File: config.mk
export PLATFORM = sky130hd
export DESIGN_NAME = rf_wb_arbiter
export DESIGN_NICKNAME = d
export VERILOG_FILES = /design/src/rtl/rf_wb_pkg.sv /design/src/rtl/rf_wb_ld_fifo.sv /design/src/rtl/rf_wb_arbiter.sv
export SDC_FILE = /design/constraint.sdc
export NUM_CORES = 1
export LEC_CHECK = 0
export ABC_AREA = 1
export BUFFER_PORTS_ARGS = -buffer_cell sky130_fd_sc_hd__buf_2
export CAP_MARGIN = 40
export CORE_MARGIN = 4
export CORE_UTILIZATION = 55
export DETAILED_ROUTE_END_ITERATION = 16
export GPL_TIMING_DRIVEN = 0
export PLACE_DENSITY = 0.8
export SLEW_MARGIN = 20
export SYNTH_ARGS = -nofsm -noshare
export SYNTH_HDL_FRONTEND = slang
export SYNTH_SLANG_ARGS = --single-unit
File: constraint.sdc
create_clock -name i_clk -period 4 [get_ports i_clk]
set_clock_uncertainty 0.1 [all_clocks]
set_input_delay 0.2 -clock i_clk [delete_from_list [all_inputs] [get_ports i_clk]]
set_output_delay 0.2 -clock i_clk [all_outputs]
set_load 0.01 [all_outputs]
File: src/rtl/rf_wb_pkg.sv
`default_nettype none
// ============================================================================
// Module   : rf_wb_pkg
// Purpose  : Shared types and constants for the register-file write-back
//            arbiter (rf_wb_arbiter) and its load buffer (rf_wb_ld_fifo).
// Contents : XLEN_DEFAULT - default data width
//            REG_ADDR_W   - register address width
//            wb_req_t     - {rd, data} write-back request
//            wb_src_e     - source selected for the write port
// Revision : 1.0 - initial release
// ============================================================================
package rf_wb_pkg;

   localparam int XLEN_DEFAULT = 32;
   localparam int REG_ADDR_W   = 5;

   typedef struct packed {
      logic [REG_ADDR_W-1:0]   rd;
      logic [XLEN_DEFAULT-1:0] data;
   } wb_req_t;

   typedef enum logic [1:0] {
      WB_SRC_NONE = 2'd0,
      WB_SRC_ALU  = 2'd1,
      WB_SRC_LD   = 2'd2
   } wb_src_e;

endpackage
`default_nettype wire

File: src/rtl/rf_wb_ld_fifo.sv
`default_nettype none
// ============================================================================
// Module   : rf_wb_ld_fifo
// Purpose  : DEPTH-entry strict FIFO of load write-back requests. Pointers
//            carry one extra MSB so full/empty need no separate counter.
//            Status flags come from registered pointers only, so an entry
//            pushed this cycle is never visible at the head the same cycle.
// Ports    : i_clk, i_reset_n (async active-low)
//            i_push, i_push_data  - enqueue (caller guarantees !o_full)
//            i_pop                - dequeue (caller guarantees !o_empty)
//            o_full, o_empty      - status
//            o_head               - oldest entry
// Revision : 1.0 - initial release
// ============================================================================
module rf_wb_ld_fifo
   import rf_wb_pkg::*;
#(
   parameter int  DEPTH = 2,
   parameter type T     = wb_req_t
) (
   input  logic i_clk,
   input  logic i_reset_n,
   input  logic i_push,
   input  T     i_push_data,
   input  logic i_pop,
   output logic o_full,
   output logic o_empty,
   output T     o_head
);

   localparam int                 c_ptr_w   = $clog2(DEPTH);
   localparam logic [c_ptr_w:0]   c_ptr_one = {{c_ptr_w{1'b0}}, 1'b1};

   logic [c_ptr_w:0] r_wr_ptr;
   logic [c_ptr_w:0] r_rd_ptr;
   T                 r_mem [DEPTH];

   always_ff @(posedge i_clk or negedge i_reset_n) begin
      if (!i_reset_n) begin
         r_wr_ptr <= '0;
         r_rd_ptr <= '0;
      end else begin
         if (i_push) r_wr_ptr <= r_wr_ptr + c_ptr_one;
         if (i_pop)  r_rd_ptr <= r_rd_ptr + c_ptr_one;
      end
   end

   // Storage needs no reset: entries are only observed behind a valid pointer.
   always_ff @(posedge i_clk) begin
      if (i_push) r_mem[r_wr_ptr[c_ptr_w-1:0]] <= i_push_data;
   end

   // Same index with differing wrap bits means the writer has lapped the reader.
   assign o_full  = (r_wr_ptr[c_ptr_w] != r_rd_ptr[c_ptr_w]) &&
                    (r_wr_ptr[c_ptr_w-1:0] == r_rd_ptr[c_ptr_w-1:0]);
   assign o_empty = (r_wr_ptr == r_rd_ptr);
   assign o_head  = r_mem[r_rd_ptr[c_ptr_w-1:0]];

endmodule
`default_nettype wire

File: src/rtl/rf_wb_arbiter.sv
`default_nettype none
// ============================================================================
// Module   : rf_wb_arbiter
// Purpose  : Sole driver of the integer register file write port. Merges
//            single-cycle ALU results with buffered load responses, keeps a
//            pending-load scoreboard for decode RAW stalls, and bounds load
//            starvation by stalling the ALU for one cycle.
// Ports    : i_clk, i_reset_n                 - clock, async active-low reset
//            i_alu_wren/rd/data, o_alu_stall   - ALU producer
//            i_ld_valid/rd/data, o_ld_ready    - load response handshake
//            i_ld_issue, i_ld_issue_rd         - load issue (scoreboard set)
//            i_rs1_addr/i_rs2_addr, o_rsN_busy - decode hazard query
//            o_rd_addr/o_rd_data/o_rd_wren     - register file write port
// Options  : RF_WB_FWD_EN - adds i_rsN_rdata inputs and o_rsN_fwd outputs
//            that bypass the value currently on the write port.
// Revision : 1.0 - initial release
// ============================================================================
module rf_wb_arbiter
   import rf_wb_pkg::*;
#(
   parameter int XLEN         = XLEN_DEFAULT,
   parameter int LD_DEPTH     = 2,
   parameter int STARVE_LIMIT = 4
) (
   input  logic                  i_clk,
   input  logic                  i_reset_n,
   input  logic                  i_alu_wren,
   input  logic [REG_ADDR_W-1:0] i_alu_rd,
   input  logic [XLEN-1:0]       i_alu_data,
   output logic                  o_alu_stall,
   input  logic                  i_ld_valid,
   output logic                  o_ld_ready,
   input  logic [REG_ADDR_W-1:0] i_ld_rd,
   input  logic [XLEN-1:0]       i_ld_data,
   input  logic                  i_ld_issue,
   input  logic [REG_ADDR_W-1:0] i_ld_issue_rd,
   input  logic [REG_ADDR_W-1:0] i_rs1_addr,
   input  logic [REG_ADDR_W-1:0] i_rs2_addr,
`ifdef RF_WB_FWD_EN
   input  logic [XLEN-1:0]       i_rs1_rdata,
   input  logic [XLEN-1:0]       i_rs2_rdata,
   output logic [XLEN-1:0]       o_rs1_fwd,
   output logic [XLEN-1:0]       o_rs2_fwd,
`endif
   output logic                  o_rs1_busy,
   output logic                  o_rs2_busy,
   output logic [REG_ADDR_W-1:0] o_rd_addr,
   output logic [XLEN-1:0]       o_rd_data,
   output logic                  o_rd_wren
);

   // Same shape as wb_req_t but sized by this instance's XLEN.
   typedef struct packed {
      logic [REG_ADDR_W-1:0] rd;
      logic [XLEN-1:0]       data;
   } ld_req_t;

   localparam int                 c_cnt_w      = $clog2(STARVE_LIMIT + 1);
   localparam logic [c_cnt_w-1:0] c_starve_max = c_cnt_w'(STARVE_LIMIT);
   localparam logic [c_cnt_w-1:0] c_cnt_one    = {{(c_cnt_w-1){1'b0}}, 1'b1};

   logic                  r_rd_wren;
   logic [REG_ADDR_W-1:0] r_rd_addr;
   logic [XLEN-1:0]       r_rd_data;
   logic [c_cnt_w-1:0]    r_starve_cnt;
   logic                  r_alu_stall;
   logic [31:0]           r_sb;

   logic                  w_full;
   logic                  w_empty;
   logic                  w_push;
   logic                  w_pop;
   ld_req_t               w_push_req;
   ld_req_t               w_head;
   wb_src_e               w_src;
   logic [c_cnt_w-1:0]    w_cnt_nxt;
   logic [31:0]           w_sb_nxt;

   // ------------------------------------------------------------------------
   // Load buffer. Ready depends only on registered occupancy, so a pop in a
   // full cycle does not open a slot until the following cycle.
   // ------------------------------------------------------------------------
   assign o_ld_ready = !w_full;
   assign w_push     = i_ld_valid && !w_full;
   assign w_push_req = {i_ld_rd, i_ld_data};

   rf_wb_ld_fifo #(
      .DEPTH (LD_DEPTH),
      .T     (ld_req_t)
   ) u_ld_fifo (
      .i_clk       (i_clk),
      .i_reset_n   (i_reset_n),
      .i_push      (w_push),
      .i_push_data (w_push_req),
      .i_pop       (w_pop),
      .o_full      (w_full),
      .o_empty     (w_empty),
      .o_head      (w_head)
   );

   // ------------------------------------------------------------------------
   // Arbitration: an ALU write to x0 is not a win, so the buffer may use
   // that cycle.
   // ------------------------------------------------------------------------
   always_comb begin
      w_src = WB_SRC_NONE;
      if (i_alu_wren && !r_alu_stall && (i_alu_rd != '0)) begin
         w_src = WB_SRC_ALU;
      end else if (!w_empty) begin
         w_src = WB_SRC_LD;
      end
   end

   assign w_pop = (w_src == WB_SRC_LD);

   // Starvation: counts ALU wins over a waiting load; the stall it raises
   // forces a pop, which in turn clears the count, so the stall lasts one cycle.
   always_comb begin
      w_cnt_nxt = r_starve_cnt;
      if (w_pop) begin
         w_cnt_nxt = '0;
      end else if ((w_src == WB_SRC_ALU) && !w_empty) begin
         w_cnt_nxt = r_starve_cnt + c_cnt_one;
      end
   end

   // Scoreboard: clear is applied before set so a same-cycle issue wins.
   always_comb begin
      w_sb_nxt = r_sb;
      if (w_pop) begin
         w_sb_nxt[w_head.rd] = 1'b0;
      end
      if (i_ld_issue && (i_ld_issue_rd != '0)) begin
         w_sb_nxt[i_ld_issue_rd] = 1'b1;
      end
      w_sb_nxt[0] = 1'b0;
   end

   always_ff @(posedge i_clk or negedge i_reset_n) begin
      if (!i_reset_n) begin
         r_rd_wren    <= 1'b0;
         r_rd_addr    <= '0;
         r_rd_data    <= '0;
         r_starve_cnt <= '0;
         r_alu_stall  <= 1'b0;
         r_sb         <= '0;
      end else begin
         r_starve_cnt <= w_cnt_nxt;
         r_alu_stall  <= (w_cnt_nxt == c_starve_max);
         r_sb         <= w_sb_nxt;
         case (w_src)
            WB_SRC_ALU: begin
               r_rd_wren <= 1'b1;
               r_rd_addr <= i_alu_rd;
               r_rd_data <= i_alu_data;
            end
            WB_SRC_LD: begin
               // A load to x0 is consumed but never written.
               r_rd_wren <= (w_head.rd != '0);
               r_rd_addr <= w_head.rd;
               r_rd_data <= w_head.data;
            end
            default: begin
               r_rd_wren <= 1'b0;
            end
         endcase
      end
   end

   assign o_rd_wren   = r_rd_wren;
   assign o_rd_addr   = r_rd_addr;
   assign o_rd_data   = r_rd_data;
   assign o_alu_stall = r_alu_stall;
   assign o_rs1_busy  = r_sb[i_rs1_addr];
   assign o_rs2_busy  = r_sb[i_rs2_addr];

`ifdef RF_WB_FWD_EN
   assign o_rs1_fwd = (r_rd_wren && (r_rd_addr == i_rs1_addr) && (i_rs1_addr != '0)) ?
                      r_rd_data : i_rs1_rdata;
   assign o_rs2_fwd = (r_rd_wren && (r_rd_addr == i_rs2_addr) && (i_rs2_addr != '0)) ?
                      r_rd_data : i_rs2_rdata;
`endif

`ifndef SYNTHESIS
   // The ALU must never overwrite a register that a load still owns.
   a_no_alu_raw: assert property (@(posedge i_clk) disable iff (!i_reset_n)
      !(i_alu_wren && (i_alu_rd != '0) && r_sb[i_alu_rd]));
`endif

endmodule
`default_nettype wire

==> Word level (Yosys, flattened, before mapping) <==
Memory sizes are Yosys's and may differ from the RTL's.
Index checks and enable logic that the tools add are counted.
{ "totals": {"reg_bits": 77, "latch_bits": 0, "ram_bits": 74, "mem_bits_ro": 0, "in_bits": 94, "out_inout_bits": 42, "elab_cells": 61, "n_memories": 1} }
{ "memory_table": {"columns": ["memory", "depth", "width", "read_ports", "rd_clocked_by_memory_dff", "wr", "line", "source"], "rows": [
  ["u_ld_fifo.r_mem", 2, 37, 1, 0, 1, "rf_wb_ld_fifo.sv:36", "T r_mem [DEPTH];"]
]} }
{ "op_classes": {"add_sub_neg": 3, "multipliers": 0, "n_div": 0, "n_lt_le_gt_ge": 6, "eq_ne": 6, "shifts": 0, "mux": 19, "bitwise": 3, "n_reduce_logical": 15} }
{ "op_table": {"columns": ["cell", "n"], "rows": [
  ["32-bit 2-to-1 mux", 2],
  ["32-bit case mux with 2 select lines", 1],
  ["32-bit bitwise AND", 1],
  ["32-bit inverter", 1],
  ["32-bit bitwise OR", 1],
  ["5-bit by 6-bit < comparator with 1-bit output, second input constant", 4],
  ["5-bit nonzero test", 3],
  ["1-bit binary-select mux with 5-bit select", 2],
  ["1-bit demux with 5-bit select", 2],
  ["5-bit by 1-bit greater-or-equal comparator with 1-bit output, second input constant", 2],
  ["5-bit case mux with 2 select lines", 1],
  ["1-bit logical AND", 8],
  ["1-bit 2-to-1 mux", 6],
  ["3-bit 2-to-1 mux", 2],
  ["2-bit by 1-bit adder with 2-bit output, second input constant", 2],
  ["2-bit 2-to-1 mux", 2],
  ["3-bit by 1-bit adder with 3-bit output, second input constant", 1],
  ["3-bit equality test, second input constant", 1],
  ["1-bit logical NOT", 3],
  ["2-bit by 1-bit equality test with 1-bit output, second input constant", 1],
  ["2-bit equality test", 1],
  ["2-bit equality test, second input constant", 1],
  ["1-bit case mux with 2 select lines", 1],
  ["2-bit nonzero test", 1],
  ["other kinds (2)", 2]
]} }

==> Depth between registers and ports, before layout <==
An unclocked memory read counts as a cell.
{ "depth": {"ltp_word": 10, "depth_mapped": 11, "mapped_depth_nobuf": 9} }

==> By module <==
From an unflattened synthesis, not the netlist that was laid out.
{ "unflattened": {"hier_cells": 773, "area_unflattened_um2": 6835.3} }
{ "by_module_without_submodules": {"columns": ["mod", "n_inst", "cells_each", "area_per_inst_um2", "seq_area_each_um2"], "rows": [
  ["rf_wb_arbiter", 1, 551, 3920.0, 1826.8],
  ["rf_wb_ld_fifo", 1, 222, 2915.3, 2322.2]
]} }

==> Worst setup path after synthesis <==
Ideal clock, no wire load.
{ "synth_path": {"path_type": "register -> register", "start": "register u_ld_fifo.r_rd_ptr[1]", "end": "memory u_ld_fifo.r_mem[1][0] (netlist name) (enable)", "setup_ns": 0.435, "arrival_ns": 2.565, "t_required_ns": 3.465, "slack_ns": 0.899, "path_stages_with_launch": 6, "n_path_buf": 0, "synth_period_minus_slack_ns": 3.101, "path_cell_list": "dfrtp_1 -> xnor2_1 -> inv_1 -> nand2_1 -> nand2_1 -> nor2_1"} }
{ "synth_via": {"elab_chain_len": 6} }
{ "synth_lines": {"columns": ["element", "line", "source"], "rows": [
  ["start: declaration", "rf_wb_ld_fifo.sv:35", "logic [c_ptr_w:0] r_rd_ptr;"],
  ["start signal: assignment", "rf_wb_ld_fifo.sv:44", "if (i_pop) r_rd_ptr <= r_rd_ptr + c_ptr_one;"],
  ["1-bit inequality test", "rf_wb_ld_fifo.sv:54", "assign o_full = (r_wr_ptr[c_ptr_w] != r_rd_ptr[c_ptr_w]) &&"],
  ["1-bit logical AND", "rf_wb_ld_fifo.sv:54", null],
  ["1-bit logical NOT", null, null],
  ["named net o_ld_ready", "rf_wb_arbiter.sv:32", "output logic o_ld_ready,"],
  ["1-bit logical AND", "rf_wb_arbiter.sv:84", "assign w_push = i_ld_valid && !w_full;"],
  ["1-bit 2-to-1 mux", "rf_wb_ld_fifo.sv:50", "if (i_push) r_mem[r_wr_ptr[c_ptr_w-1:0]] <= i_push_data;"],
  ["1-bit 2-to-1 mux (not written as such)", "rf_wb_ld_fifo.sv:50", null],
  ["end: declaration", "rf_wb_ld_fifo.sv:36", null]
]} }
The timed path passes the listed nets, and every way through them passes these cells.

==> Worst setup path in the final report <==
{ "layout_path": {"start": "register u_ld_fifo.r_rd_ptr[1]", "end": "memory u_ld_fifo.r_mem[1][11] (netlist name) (enable)"} }
{ "layout_via": {"elab_chain_len": 6} }
{ "layout_lines": {"columns": ["element", "line"], "rows": [
  ["1-bit inequality test", "rf_wb_ld_fifo.sv:54"],
  ["1-bit logical AND", "rf_wb_ld_fifo.sv:54"],
  ["1-bit logical NOT", "rf_wb_arbiter.sv:84"],
  ["1-bit logical AND", "rf_wb_arbiter.sv:84"],
  ["1-bit 2-to-1 mux", "rf_wb_ld_fifo.sv:50"],
  ["1-bit 2-to-1 mux (not written as such)", "rf_wb_ld_fifo.sv:50"]
]} }
Every way passes these cells.

==> impl_results.md <==
* Die X at 120.2 µm
* Slew Limit Fails at 0
* Synth warn at 0
* CP cell instances: xnor2_1, inv_1, nand2_1, nand2_1, nor2_4, buf_16, buf_16
* Slew @ Worst Pin at 818.7 ps
* Vias in the first global route at 6,689
* XOR/XNOR Fraction of Synth Area at 0.5060%
* Critical path's largest stage delay at 410 ps
* Worst vdd ir at 460.7 µV
* # IOs at 136
* H-tree Lvls at 4
* GRT busiest layer: met2
* Post-Syn Nets at 886
* Post-synth cell types at 29
* Max-Cap Viols at 0
* Min Tclk post-route at 2269 ps
* HPWL after detailed placement at 12,650 µm
* Largest family of logic cells by synthesized area: simple AND/OR/NAND/NOR gates
* Cell area after layout at 9328 µm²
* Post-synth top area cell: edfxtp_1
* Synth Area in Compound Gates at 3.650%
* Multiplexer area fraction after synthesis at 0%
* Largest net degree at the start of global routing at 45
* Antenna violations before repair at 0
* Post-synthesis simple-gate area fraction at 30.59%
* Synth Flop Type: dfrtp_1
* Post-DR vias/cell at 5.493
* Post-route total power at 7156 µW
* Critical Path Fanout Max at 15
* Hold crit path type: in2reg
* Routed WL at 21,130 µm
* Area share of fa/ha/maj cells after synthesis at 0.1807%
* CTS root buf: clkbuf_16
* Kind of critical path: reg2reg
* Post-Synthesis Cells at 791
* Share of layout cells above drive strength 1 at 19.40%
* CTS Sinks at 151
* Max clock buf depth at 2
* Residual DRC count at 0
* Critical Path End Type: register
* Clock Latency Late Sink at 420 ps
* Lkg Pwr at 0.004401 µW
* R2R Setup Slk at 1730 ps
* Avg Inst Size Synth at 8.754 µm²
* ANT nets after route at 0
* Setup TNS at 0 ps
* # hold bufs at CTS at 78
* DIE AREA at 14,450 µm²
* Total track usage at 30.16%
* Fin. Hold Viols at 0
* Slew headroom at 44.84%
* IO buf count at 131
* Pwr Density at 767.2 nW/µm²
* Met3 usage in global routing at 7.811%
* WL per Instance at 17.55 µm
* Initial DRC Count at 553
* Fmax at 0.4407 GHz
* Tcrit/Tclk final at 56.73%
* Global-route wire length before repair at 33,780 µm
* CTS tree: built
* Clock-pin slew on the worst setup and hold paths at 60 ps
* CP required at 4030 ps
* Ant diodes at 0
* Global-route met2 utilization at 51.11%
* Post-synthesis cell area at 6924 µm²
* RSZ-0062 raised after global routing: false
* Met1 Resource Use GR at 36.06%
* Cell Rows at 40
* Placer congestion estimate at 0.9118
* Yosys top cell area share at 32.09%
* Setup bufs post-CTS at 0
* Vias after detailed routing at 6,613
* CP bufs+invs at 3
* CTS Buf Count at 17
* Seq/Total Area, Yosys at 59.92%
* Post-placement cell area at 7910 µm²
* Critical Path AT at 2300 ps
* CORE AREA at 12,160 µm²
* Starting Density at 56.93%
* Congestion Overflow GR at 0
* Status: completed
* PostCTS Resize Cnt at 0
* Delay-heaviest family, CP: simple AND/OR/NAND/NOR gates
* EDFF count, synth at 74
* Nets at 1,118
* Setup crit start kind: register
* Yosys reg bits at 151
* Setup Viol. Count Final at 0
* Async SR Flop Fraction at 50.99%
* Pre-Repair DR Iteration Count at 5
* Top area cells in the synthesized netlist: edfxtp_1 32%, dfrtp_1 28%, nand2_1 19%, nand3_1 7.4%, inv_1 2.3%
* Slowest CP cell: dfrtp_1
* Area Growth Syn to Fin at 34.71%
* Die Y at 120.2 µm
==> final timing paths <==
kind,startpoint,endpoint,depth (start not counted)
setup / recovery,u_ld_fifo.r_rd_ptr[1]$_DFFE_PN0N_,u_ld_fifo.r_mem[1][11]$_DFFE_PP_,7
setup reg to reg,u_ld_fifo.r_rd_ptr[1]$_DFFE_PN0N_,u_ld_fifo.r_mem[1][11]$_DFFE_PP_,7
min in group asynchronous,i_reset_n,r_sb[18]$_DFF_PN0_,2
max in group asynchronous,i_reset_n,o_rd_data[17]$_DFFE_PN0P_,3
hold reg to reg,r_sb[4]$_DFF_PN0_,r_sb[4]$_DFF_PN0_,2
hold / removal,i_ld_issue_rd[0],r_sb[14]$_DFF_PN0_,4
==> registers in the layout, summed over array words and instances, names as in the netlist <==
register and flops:
o_rd_data 32, u_ld_fifo.r_mem 74, o_rd_addr 5, r_sb 31, u_ld_fifo.r_rd_ptr 2, r_starve_cnt 3, u_ld_fifo.r_wr_ptr 2, o_alu_stall 1
o_rd_wren 1
==> power by group <==
part	switching, µW	internal [µW]	total [µW]
logic	1820	949	2770
registers	366	2300	2660
clock network	617	1110	1730
==> worst reg2reg max path: cells and delay by family (launching register included) <==
kind / cells / cell delay [ps]
xor gates and xnor gates: 1 / 300
DFF: 1 / 410
and+or+nand+nor: 3 / 700
buffers and inverters: 3 / 460
==> stage by stage <==
step	hold slack [ps]	util [%]	instances	worst slack (ps)
2_1_floorplan	-195.6	-	791	899.3
3_3_place_gp	288.6	64.05	1090	11.01
3_5_place_dp	91.91	65.04	1094	1814
4_1_cts	9.157	76.70	1204	1784
5_1_grt	47.98	76.70	1204	1613
6_report	43.72	76.70	1204	1731
==> kinds of logic (layout without fill, tap and decap cells) <==
logic type      count (synthesis)  in the layout
flops                         151            151
xor+xnor                        4              4
buf+inv                        76            321
simple gates                  517            517
compound gates                 42             42
fa+ha+maj                       1              1
==> cell type report <==
class                           count  area (µm²)
Inverter                           47       181.4
Sequential cell                   151        4149
Timing Repair Buffer              213        1541
Clock inverter                      8       145.1
Fill cell                         776        2834
Tap cell                          168       210.2
Multi-Input combinational cell    564        2434
Buffer                             29       175.2
Clock buffer                       24       491.7
==> Yosys cell counts (6+ instances only) <==
library cell    n
nand2_1       354
nand3_1       102
dfrtp_1        77
edfxtp_1       74
inv_1          42
nor2_1         41
clkbuf_1       14
o21ai_0        13
nor2_2          9
o21ai_1         9
o22ai_1         9
buf_6           6
o211ai_1        6
==> routing by layer <==
layer  up-vias  part of all wire [%]
met5         -                     0
met4         0                   3.9
met3        78                   9.5
met2       425                    49
met1      3070                    37
li1       3040                     -
==> placed cells by master (no fill, tap or decap), types with 17 or more instances in the layout <==
| master | count |
|---|---|
| dfrtp_1 | 77 |
| nor2_1 | 39 |
| dlygate4sd3_1 | 78 |
| clkbuf_1 | 17 |
| buf_2 | 135 |
| nand3_1 | 102 |
| edfxtp_1 | 74 |
| nand2_1 | 354 |
| clkbuf_16 | 17 |
| inv_1 | 42 |
No activity file was read; power rests on OpenSTA's default activity.
